--- src/rtl/cpu_controller.sv ---
// Moore sequencer for the CPU datapath: one instruction per start strobe s.
// Drives regfile/A/B/C/status load and select strobes plus the w idle flag.
module cpu_controller #(
    parameter int VSEL_W        = 2,
    parameter bit STRICT_DECODE = 1'b1
) (
    input  logic              clk,
    input  logic              reset,
    input  logic              s,
    input  logic [2:0]        opcode,
    input  logic [1:0]        op,
    output logic              w,
    output logic [2:0]        nsel,
    output logic [VSEL_W-1:0] vsel,
    output logic              write,
    output logic              loada,
    output logic              loadb,
    output logic              asel,
    output logic              bsel,
    output logic              loadc,
    output logic              loads,
    output logic              illegal
);

    typedef enum logic [2:0] {
        S_WAIT   = 3'd0,
        S_DECODE = 3'd1,
        S_WIMM   = 3'd2,
        S_GETB   = 3'd3,
        S_EXEC   = 3'd4,
        S_WREG   = 3'd5
    } state_t;

    state_t     r_state;
    logic [2:0] r_opcode;
    logic [1:0] r_op;

    logic w_mov_imm;
    logic w_mov_reg;
    logic w_alu;
    logic w_cmp;
    logic w_mvn;
    logic w_two_src;
    logic w_one_src;
    logic w_legal;

    assign w_mov_imm = (r_opcode == 3'b110) && (r_op == 2'b10);
    assign w_mov_reg = (r_opcode == 3'b110) && (r_op == 2'b00);
    assign w_alu     = (r_opcode == 3'b101);
    assign w_cmp     = w_alu && (r_op == 2'b01);
    assign w_mvn     = w_alu && (r_op == 2'b11);
    assign w_two_src = w_alu && !w_mvn;
    assign w_one_src = w_mov_reg || w_mvn;
    assign w_legal   = w_mov_imm || w_one_src || w_two_src;

    always_ff @(posedge clk) begin
        if (!reset) begin
            r_state  <= S_WAIT;
            r_opcode <= 3'b000;
            r_op     <= 2'b00;
        end else begin
            case (r_state)
                S_WAIT: begin
                    if (s) begin
                        r_state  <= S_DECODE;
                        r_opcode <= opcode;
                        r_op     <= op;
                    end
                end
                S_DECODE: begin
                    if (w_mov_imm)
                        r_state <= S_WIMM;
                    else if (w_two_src)
                        r_state <= S_GETB;
                    else if (w_one_src)
                        r_state <= S_EXEC;
                    else
                        r_state <= S_WAIT;
                end
                S_WIMM: r_state <= S_WAIT;
                S_GETB: r_state <= S_EXEC;
                S_EXEC: r_state <= w_cmp ? S_WAIT : S_WREG;
                S_WREG: r_state <= S_WAIT;
                default: r_state <= S_WAIT;
            endcase
        end
    end

    // DECODE doubles as the first operand fetch (Rn into A, or Rm into B).
    always_comb begin
        w       = 1'b0;
        nsel    = 3'b000;
        vsel    = '0;
        write   = 1'b0;
        loada   = 1'b0;
        loadb   = 1'b0;
        asel    = 1'b0;
        bsel    = 1'b0;
        loadc   = 1'b0;
        loads   = 1'b0;
        illegal = 1'b0;
        case (r_state)
            S_WAIT: w = 1'b1;
            S_DECODE: begin
                if (w_two_src) begin
                    nsel  = 3'b100;
                    loada = 1'b1;
                end else if (w_one_src) begin
                    nsel  = 3'b001;
                    loadb = 1'b1;
                end else if (!w_legal) begin
                    illegal = STRICT_DECODE;
                end
            end
            S_WIMM: begin
                nsel  = 3'b100;
                vsel  = VSEL_W'(1);
                write = 1'b1;
            end
            S_GETB: begin
                nsel  = 3'b001;
                loadb = 1'b1;
            end
            S_EXEC: begin
                asel  = w_one_src;
                loads = w_cmp;
                loadc = !w_cmp;
            end
            S_WREG: begin
                nsel  = 3'b010;
                write = 1'b1;
            end
            default: ;
        endcase
        // An abandoned instruction must not touch any register.
        if (!reset) begin
            write   = 1'b0;
            loada   = 1'b0;
            loadb   = 1'b0;
            loadc   = 1'b0;
            loads   = 1'b0;
            illegal = 1'b0;
        end
    end

endmodule

--- config.mk ---
export PLATFORM = sky130hd
export DESIGN_NAME = cpu_controller
export DESIGN_NICKNAME = d
export VERILOG_FILES = /design/src/rtl/cpu_controller.sv
export SDC_FILE = /design/constraint.sdc
export NUM_CORES = 1
export LEC_CHECK = 0
export ABC_AREA = 1
export CAP_MARGIN = 10
export CORE_AREA = 2 2 40 42
export DETAILED_ROUTE_END_ITERATION = 8
export DIE_AREA = 0 0 42 44
export DONT_BUFFER_PORTS = 1
export HOLD_SLACK_MARGIN = 0.12
export SETUP_SLACK_MARGIN = 0.05
export SYNTH_ARGS = -nofsm -noshare
export SYNTH_HDL_FRONTEND = slang
export SYNTH_SLANG_ARGS = --single-unit
--- constraint.sdc ---
create_clock -name clk -period 2.5 [get_ports clk]
set_input_delay 0.75 -clock clk [delete_from_list [all_inputs] [get_ports clk]]
set_output_delay 0.75 -clock clk [all_outputs]
set_load 0.005 [all_outputs]
After elaboration in Yosys (flattened, before gate mapping) --
Index checks and enable logic that the tools add are counted.
Word-level totals: flip-flop bits (word level) 8
Operators by class: eq/ne operators 11, multiplexer cells 30, reductions and logical operators 14
Operator list (count):
- 3-bit case mux with 4 select lines | 2
- 1-bit two-way mux | 21
- 3-bit two-way mux | 6
- 3-bit equality test, second input constant | 4
- 3-bit by 2-bit equality test with 1-bit output, second input constant | 2
- 1-bit logical AND | 5
- 2-bit equality test, second input constant | 2
- 3-bit by 1-bit equality test with 1-bit output, second input constant | 1
- 3-bit zero test | 1
- 1-bit logical OR | 3
- 2-bit by 1-bit equality test with 1-bit output, second input constant | 1
- 1-bit zero test | 2
- 2-bit zero test | 1
- 2-bit inequality test, second input constant | 1
- 1-bit case mux with 2 select lines | 1
- 2-bit AND reduction | 1
- 2-bit OR reduction | 1

Longest topological paths before layout --
Gate-level depths: netlist of the first run.
depth in word-level cells 10, depth in mapped cells 7, mapped depth without buffers 7

Worst setup path after synthesis of the first run --
Ideal clock, no wire load.
path kind in2out, from input port reset, to output port illegal, arrival 1.104 ns, setup slack 0.646 ns, stages 2, path buffers 0, cell sequence nand4_1 nor3_1
Between the ends: word-level cells in the longest chain between the ends 1
RTL lines:
- start: declaration | RTL line 8 | input logic reset,
- 1-bit two-way mux | RTL line 136 | if (!reset) begin
- end: declaration | RTL line 22 | output logic illegal
Every way passes these cells.

Worst setup path after layout of the first run --
from register r_opcode[2], to output port loadb
Between the ends: word-level cells in the longest chain between the ends 7, elaborated cells between the ends (all ways) 11, classes of those cells eq/ne: 2; mux: 4; reduce/logical: 5
RTL lines:
- start: declaration | RTL line 35 | logic [2:0] r_opcode;
- start signal: assignment | RTL line 66 | r_opcode <= opcode;
- 3-bit equality test (on tied branches) | RTL line 48, 49
- 1-bit logical AND (on tied branches) | RTL line 48, 51
- 1-bit logical OR / 1-bit zero test (equally long branches) | RTL line 53, 52
- 1-bit two-way mux / 1-bit logical AND (equally long branches) | RTL line 108, 52
- 1-bit two-way mux (*) | RTL line 105 | if (w_two_src) begin
- 1-bit case mux with 2 select lines (*) | RTL line 102 | case (r_state)
- 1-bit two-way mux (*) | RTL line 136
- end: declaration | RTL line 17 | output logic loadb,
Every way passes the cells marked *; elsewhere a longest branch is shown, timed or not.

==> impl_metrics.py, run 1 <==
metrics = {
    "drt": {
        "viasPerCell": 5.10,
        "vias": 520,
        "drtPass1Iterations": 4,
        "route.detailed.drc": 0,
        "routed_wl_um": 1160,
        "dr.first_iter.drc_count": 13,
        "ant_nets": 0,
        "wl_per_cell_um": 11.4,
    },
    "placed_design": {
        "io_buffers": 0,
        "place_congestion": 0.807,
        "dp.cells": 99,
        "dpl_cell_area_um2": 529,
        "dpl.hpwl_um": 916,
        "place_ws_ns": 0.522,
    },
    "logic_synthesis": {
        "synthXorXnorAreaFrac_pct": 0,
        "synth_area_um2": 520,
        "synth_top_family_by_area": "simple AND/OR/NAND/NOR gates",
        "synth_top_area_share_pct": 30.8,
        "synthAdderAreaFrac_pct": 0,
        "synthTopCellsByArea": "dfxtp_1 (31%), nand2_1 (15%), a21oi_1 (8.7%)",
        "ys_ff_latch": 8,
        "synth_compound_area_share_pct": 11.1,
        "avgSynthCellArea_um2": 6.20,
        "synth_cells": 84,
        "synth.distinct_cells": 19,
        "yosys.area_share.simple_pct": 46.2,
        "ys_warn_count": 0,
        "synth_area_leader_cell": "dfxtp_1",
        "yosysSeqAreaShare_pct": 30.8,
        "muxShareOfSynthArea_pct": 0,
    },
    "cells_and_area": {
        "area_growth_pct": 6.01,
        "num-fill-cells": 173,
        "final_area_um2": 552,
        "final_cells": 102,
        "layout-drive-gt1-share_pct": 17.4,
        "antenna_cells": 0,
        "fin_nets": 96,
    },
    "clock_network": {
        "cts_hold_buf": 0,
        "cts_buffer_depth": 2,
        "clk_latency_ns": 0.26,
        "ctsResizeCount": 0,
        "cts_root_buf": "clkbuf_4",
        "numCtsBuffers": 3,
        "htreeDepth": 1,
        "cts.sinks": 8,
        "cts_setup_buffers": 0,
        "cts_tree": "built",
        "path_clk_slew_ns": 0.05,
    },
    "floorplan": {
        "core_area_um2": 1420,
        "rows": 14,
        "dieHeight_um": 44,
        "floorplan.initialDensity_pct": 36.7,
        "die_w_um": 42,
        "die_area_um2": 1850,
        "ioPinCount": 22,
    },
    "power_and_ir_drop": {
        "total_power_mw": 0.320,
        "p_per_area_nw_per_um2": 581,
        "peakVddDrop_mv": 0.296,
        "leakagePower_nw": 0.244,
    },
    "global_route": {
        "antenna_found_initial": 0,
        "overflow": 0,
        "grt_pass1_wl_um": 1800,
        "grt_max_degree": 10,
        "track_usage_pct": 13.9,
        "grt_pass1_vias": 463,
    },
    "setup_path": {
        "r2r_end": "r_state[0]",
        "slowest_delay_ns": 0.34,
        "cpMaxStageDelayCell": "dfxtp_1",
        "crit_buf_inv": 0,
        "end_kind": "output port",
        "cp_cell_sequence": "nand2_1 -> nor2_2 -> nand2_2 -> nand2_2 -> nand2_1 -> a21oi_1",
        "cp_max_fo": 4,
        "crit_required_ns": 1.75,
        "r2r_start": "r_opcode[2]",
        "rrSetupSlack_ns": 1.41,
        "ff2ff_path_depth": 7,
        "cpLargestDelayFamily": "simple AND/OR/NAND/NOR gates",
        "arrival_ns": 1.24,
        "critPathLaunchType": "flip-flop",
        "crit_type": "flip-flop to output port",
    },
    "min_path": {
        "hp-start": "r_opcode[2]",
        "hold_class": "flip-flop to flip-flop",
        "hold_depth": 2,
        "min_to": "r_opcode[2]",
    },
    "timing": {
        "skew_ns": 0.00394,
        "slew_violations": 0,
        "setup_viol": 0,
        "worst_slack_ns": 0.506,
        "fin_crit_sh_pct": 79.8,
        "finalHoldViolCount": 0,
        "period_needed_ns": 1.99,
        "rsz0062_at_grt": "no",
        "tns_ns": 0,
        "max_freq_mhz": 501,
    },
    "status": {
        "status": "complete, no violations",
    },
    "job": {
        "drv_cap": 0,
    },
}
==> worst register-to-register path, delay by kind of cell, from the launching register on <==
family,cells,cell delay [ns]
simple gates,6,0.62
buf+inv,1,0.03
flops,1,0.34
==> layout by cell type (no fill, tap or decap) <==
cell      count
inv_4         1
nand4_1       1
a21oi_1       9
inv_1         7
conb_1        2
nor2_2        4
clkbuf_4      3
nand2_1      21
inv_2         2
clkinv_1      1
nor2_1        8
nand2_2       3
nor3_2        1
nor3_1        3
dfxtp_1       8
o21ai_0       1
nand3_1       9
a21boi_0      1
nand2_4       1
==> area by class of cell <==
type | instances | area (um^2) | share of cell area (%)
flip-flops and latches | 8 | 160 | 29.0
clock buffers | 3 | 22.5 | 4.08
well taps | 16 | 20.0 | 3.63
inverters | 11 | 43.8 | 7.94
multi-input cells | 64 | 305 | 55.3
==> metal layers <==
layer  wire (um)  share of wire [%]  vias up  track usage, %
li1            -                  -      268               -
met1         514                 44      227            15.2
met2         498                 43       20            19.4
met3         113                9.7        5            7.92
met4          33                2.8        0            11.6
met5           0                  0        -               0
==> cells by family (layout without fill, tap and decap cells) <==
family / Yosys count / count (layout)
AO/OA/AOI/OAI: 11 / 11
buffers and inverters: 13 / 14
flip-flops: 8 / 8
other: 1 / 2
AND/OR/NAND/NOR: 51 / 51
==> power by group <==
part           leakage [nW]  internal, mW  total (mW)  switching (mW)
sequential           0.0655         0.138       0.150          0.0122
combinational         0.165        0.0232      0.0678          0.0445
clock                0.0138        0.0551       0.102          0.0470
==> registers in the layout (all words and copies together), names as in the netlist <==
signal	cells
r_state	3
r_op	2
r_opcode	3
==> cells in the mapped netlist <==
library cell,n
nand3_1,9
a21boi_0,1
conb_1,1
nand2_4,1
inv_1,7
nor3_2,1
inv_2,2
nand2_1,21
nand2_2,3
dfxtp_1,8
o21ai_0,1
nand4_1,1
nor3_1,3
clkinv_1,1
a21oi_1,9
inv_4,1
buf_4,2
nor2_2,4
nor2_1,8
==> metrics by stage <==
step | util [%] | hold slack, ns
final | 38.9 | 0.477
after global routing | 38.9 | 0.509
after CTS | 38.9 | 0.479
after detailed placement | 37.3 | 0.471
after global placement | 37.3 | 0.466
after floorplan | - | 0.452
==> worst max-delay path by stage <==
stage	start	end	slack, ns	cells after the start
finish	r_opcode[2]	loadb	0.51	6
global route	r_opcode[0]	loadb	0.38	6
CTS	r_opcode[1]	loadb	0.49	6
detailed placement	reset	loadb	0.52	2
global placement	reset	loadb	0.55	2
floorplan	reset	illegal	0.65	2
Power figures use the tool's default switching activity.
==> run 2, diff against run 1 <==
clock period = 1.75 ns   (was 2.5 ns; I/O delays follow)
==> run 2 against run 1 <==
Effect of this change:
- setup slack got worse by 0.46 ns
- wire length increased by 4.2%
- utilization up 7.1 points
- sequential cell count stayed put
- critical path depth unchanged
- cell count rose by 4.9%
- sequential share of layout area is 3.4 points lower
- hold slack worse by 0.046 ns
- highest routed layer is now met3
==> impl_metrics.py, run 2 (synthesis results as in run 1) <==
metrics = {
    "setup_path": {
        "arrival_ns": 1.18,
        "crit_start": "r_opcode[1]",
        "crit_type": "flip-flop to output port",
        "crit_required_ns": 1.22,
        "cp_max_fo": 4,
        "slowest_delay_ns": 0.33,
        "critPathLaunchType": "flip-flop",
        "end_kind": "output port",
        "cp_cell_sequence": "buf_12 -> nor2_4 -> nand2_2 -> nand2_2 -> nand2_2 -> a21oi_2",
        "cpMaxStageDelayCell": "dfxtp_2",
        "r2r_start": "r_opcode[1]",
        "crit_path_frequent_cell": "nand2_2",
    },
    "min_path": {
        "hold_class": "input pin to flip-flop",
        "hp-start": "opcode[0]",
    },
    "timing": {
        "finalHoldViolCount": 0,
        "fin_crit_sh_pct": 97.3,
        "setup_viol": 0,
        "max_freq_mhz": 587,
        "period_needed_ns": 1.70,
        "worst_slack_ns": 0.0466,
        "fin_hold_ws_ns": 0.432,
        "rsz0062_at_grt": "yes",
        "slew_violations": 0,
        "tns_ns": 0,
        "skew_ns": 0.00163,
    },
    "floorplan": {
        "dieHeight_um": 44,
        "floorplan.initialDensity_pct": 36.7,
        "die_area_um2": 1850,
        "ioPinCount": 22,
        "core_area_um2": 1420,
        "rows": 14,
        "die_w_um": 42,
    },
    "placed_design": {
        "place_congestion": 0.769,
        "dpl.hpwl_um": 883,
        "place_ws_ns": 0.235,
        "io_buffers": 0,
    },
    "clock_network": {
        "cts.sinks": 8,
        "cts_hold_buf": 0,
        "cts_root_buf": "clkbuf_4",
        "cts_buffer_depth": 2,
        "htreeDepth": 1,
        "path_clk_slew_ns": 0.05,
        "clk_latency_ns": 0.24,
        "numCtsBuffers": 3,
        "cts_tree": "built",
    },
    "status": {
        "status": "complete, no violations",
    },
    "cells_and_area": {
        "area_growth_pct": 25.5,
        "layout_common_cells": "nand2_1 (17), nand3_1 (9), a21oi_1 (8), nand2_2 (7)",
        "antenna_cells": 0,
        "fin_nets": 101,
        "layout-drive-gt1-share_pct": 39.6,
        "final_util_pct": 46.0,
        "final_common_cell": "nand2_1",
        "largestRegisters": "r_opcode (3), r_state (3), r_op (2)",
    },
    "global_route": {
        "grt_pass1_vias": 505,
        "grt_max_degree": 8,
        "track_usage_pct": 14.3,
        "grt_pass1_wl_um": 1990,
        "overflow": 0,
        "antenna_found_initial": 0,
    },
    "drt": {
        "vias": 539,
        "wl_per_cell_um": 11.3,
        "drtPass1Iterations": 4,
        "routed_wl_um": 1210,
        "ant_nets": 0,
        "route.detailed.drc": 0,
        "viasPerCell": 5.04,
        "dr.first_iter.drc_count": 12,
    },
    "power_and_ir_drop": {
        "peakVddDrop_mv": 0.359,
        "leakagePower_nw": 0.280,
        "p_per_area_nw_per_um2": 722,
        "total_power_mw": 0.471,
    },
    "job": {
        "drv_cap": 0,
    },
}
[run 2: worst max-delay path: cells and delay by family (launching register included)]
family / cells / cell delay (ns)
AOI/OAI and AO/OA: 1 / 0.14
and+or+nand+nor: 4 / 0.34
buffers and inverters: 1 / 0.12
DFF: 1 / 0.33
[run 2: path summary, 6_finish.rpt]
check	end	slack, ns	cells past startpoint
min	r_opcode[0]	0.43	2
max reg2reg	r_state[2]	0.63	7
min reg2reg	r_opcode[2]	0.48	2
max	loadb	0.05	6
[run 2: area by class of cell]
| class | count | area [um^2] |
|---|---|---|
| repair buffers | 5 | 50.0 |
| inverters | 11 | 43.8 |
| flip-flops and latches | 8 | 168 |
| fillers | 149 | 766 |
| well taps | 16 | 20.0 |
| clock buffers | 3 | 22.5 |
| multi-input cells | 64 | 349 |
[run 2: report_power, final]
part / total [mW] / internal (mW) / switching [mW]
Combinational: 0.115 / 0.0443 / 0.0709
Sequential: 0.222 / 0.201 / 0.0217
Clock: 0.134 / 0.0780 / 0.0560
[run 2: through the flow]
| stage | area [um^2] | std cells |
|---|---|---|
| 4_1_cts | 633 | 107 |
| 2_1_floorplan | 524 | 85 |
| 5_1_grt | 653 | 107 |
| 3_3_place_gp | 537 | 100 |
| 6_report | 653 | 107 |
| 3_5_place_dp | 537 | 100 |
[run 2: layer usage]
metal / global-route usage [%] / vias up / share of wire [%]
met5: 0 / - / 0
met4: 8.39 / 0 / 0
met3: 4.17 / 0 / 7.1
met2: 23.1 / 20 / 49
met1: 16.9 / 236 / 44
li1: - / 283 / -
[run 2: timing repair]
action / in CTS / in global routing
gates resized for setup: 15 / 5
setup buffers: 4 / 0
endpoints found under the setup margin: 5 / 8
pin swaps: 5 / 2
endpoints found under the hold margin: 0 / 0
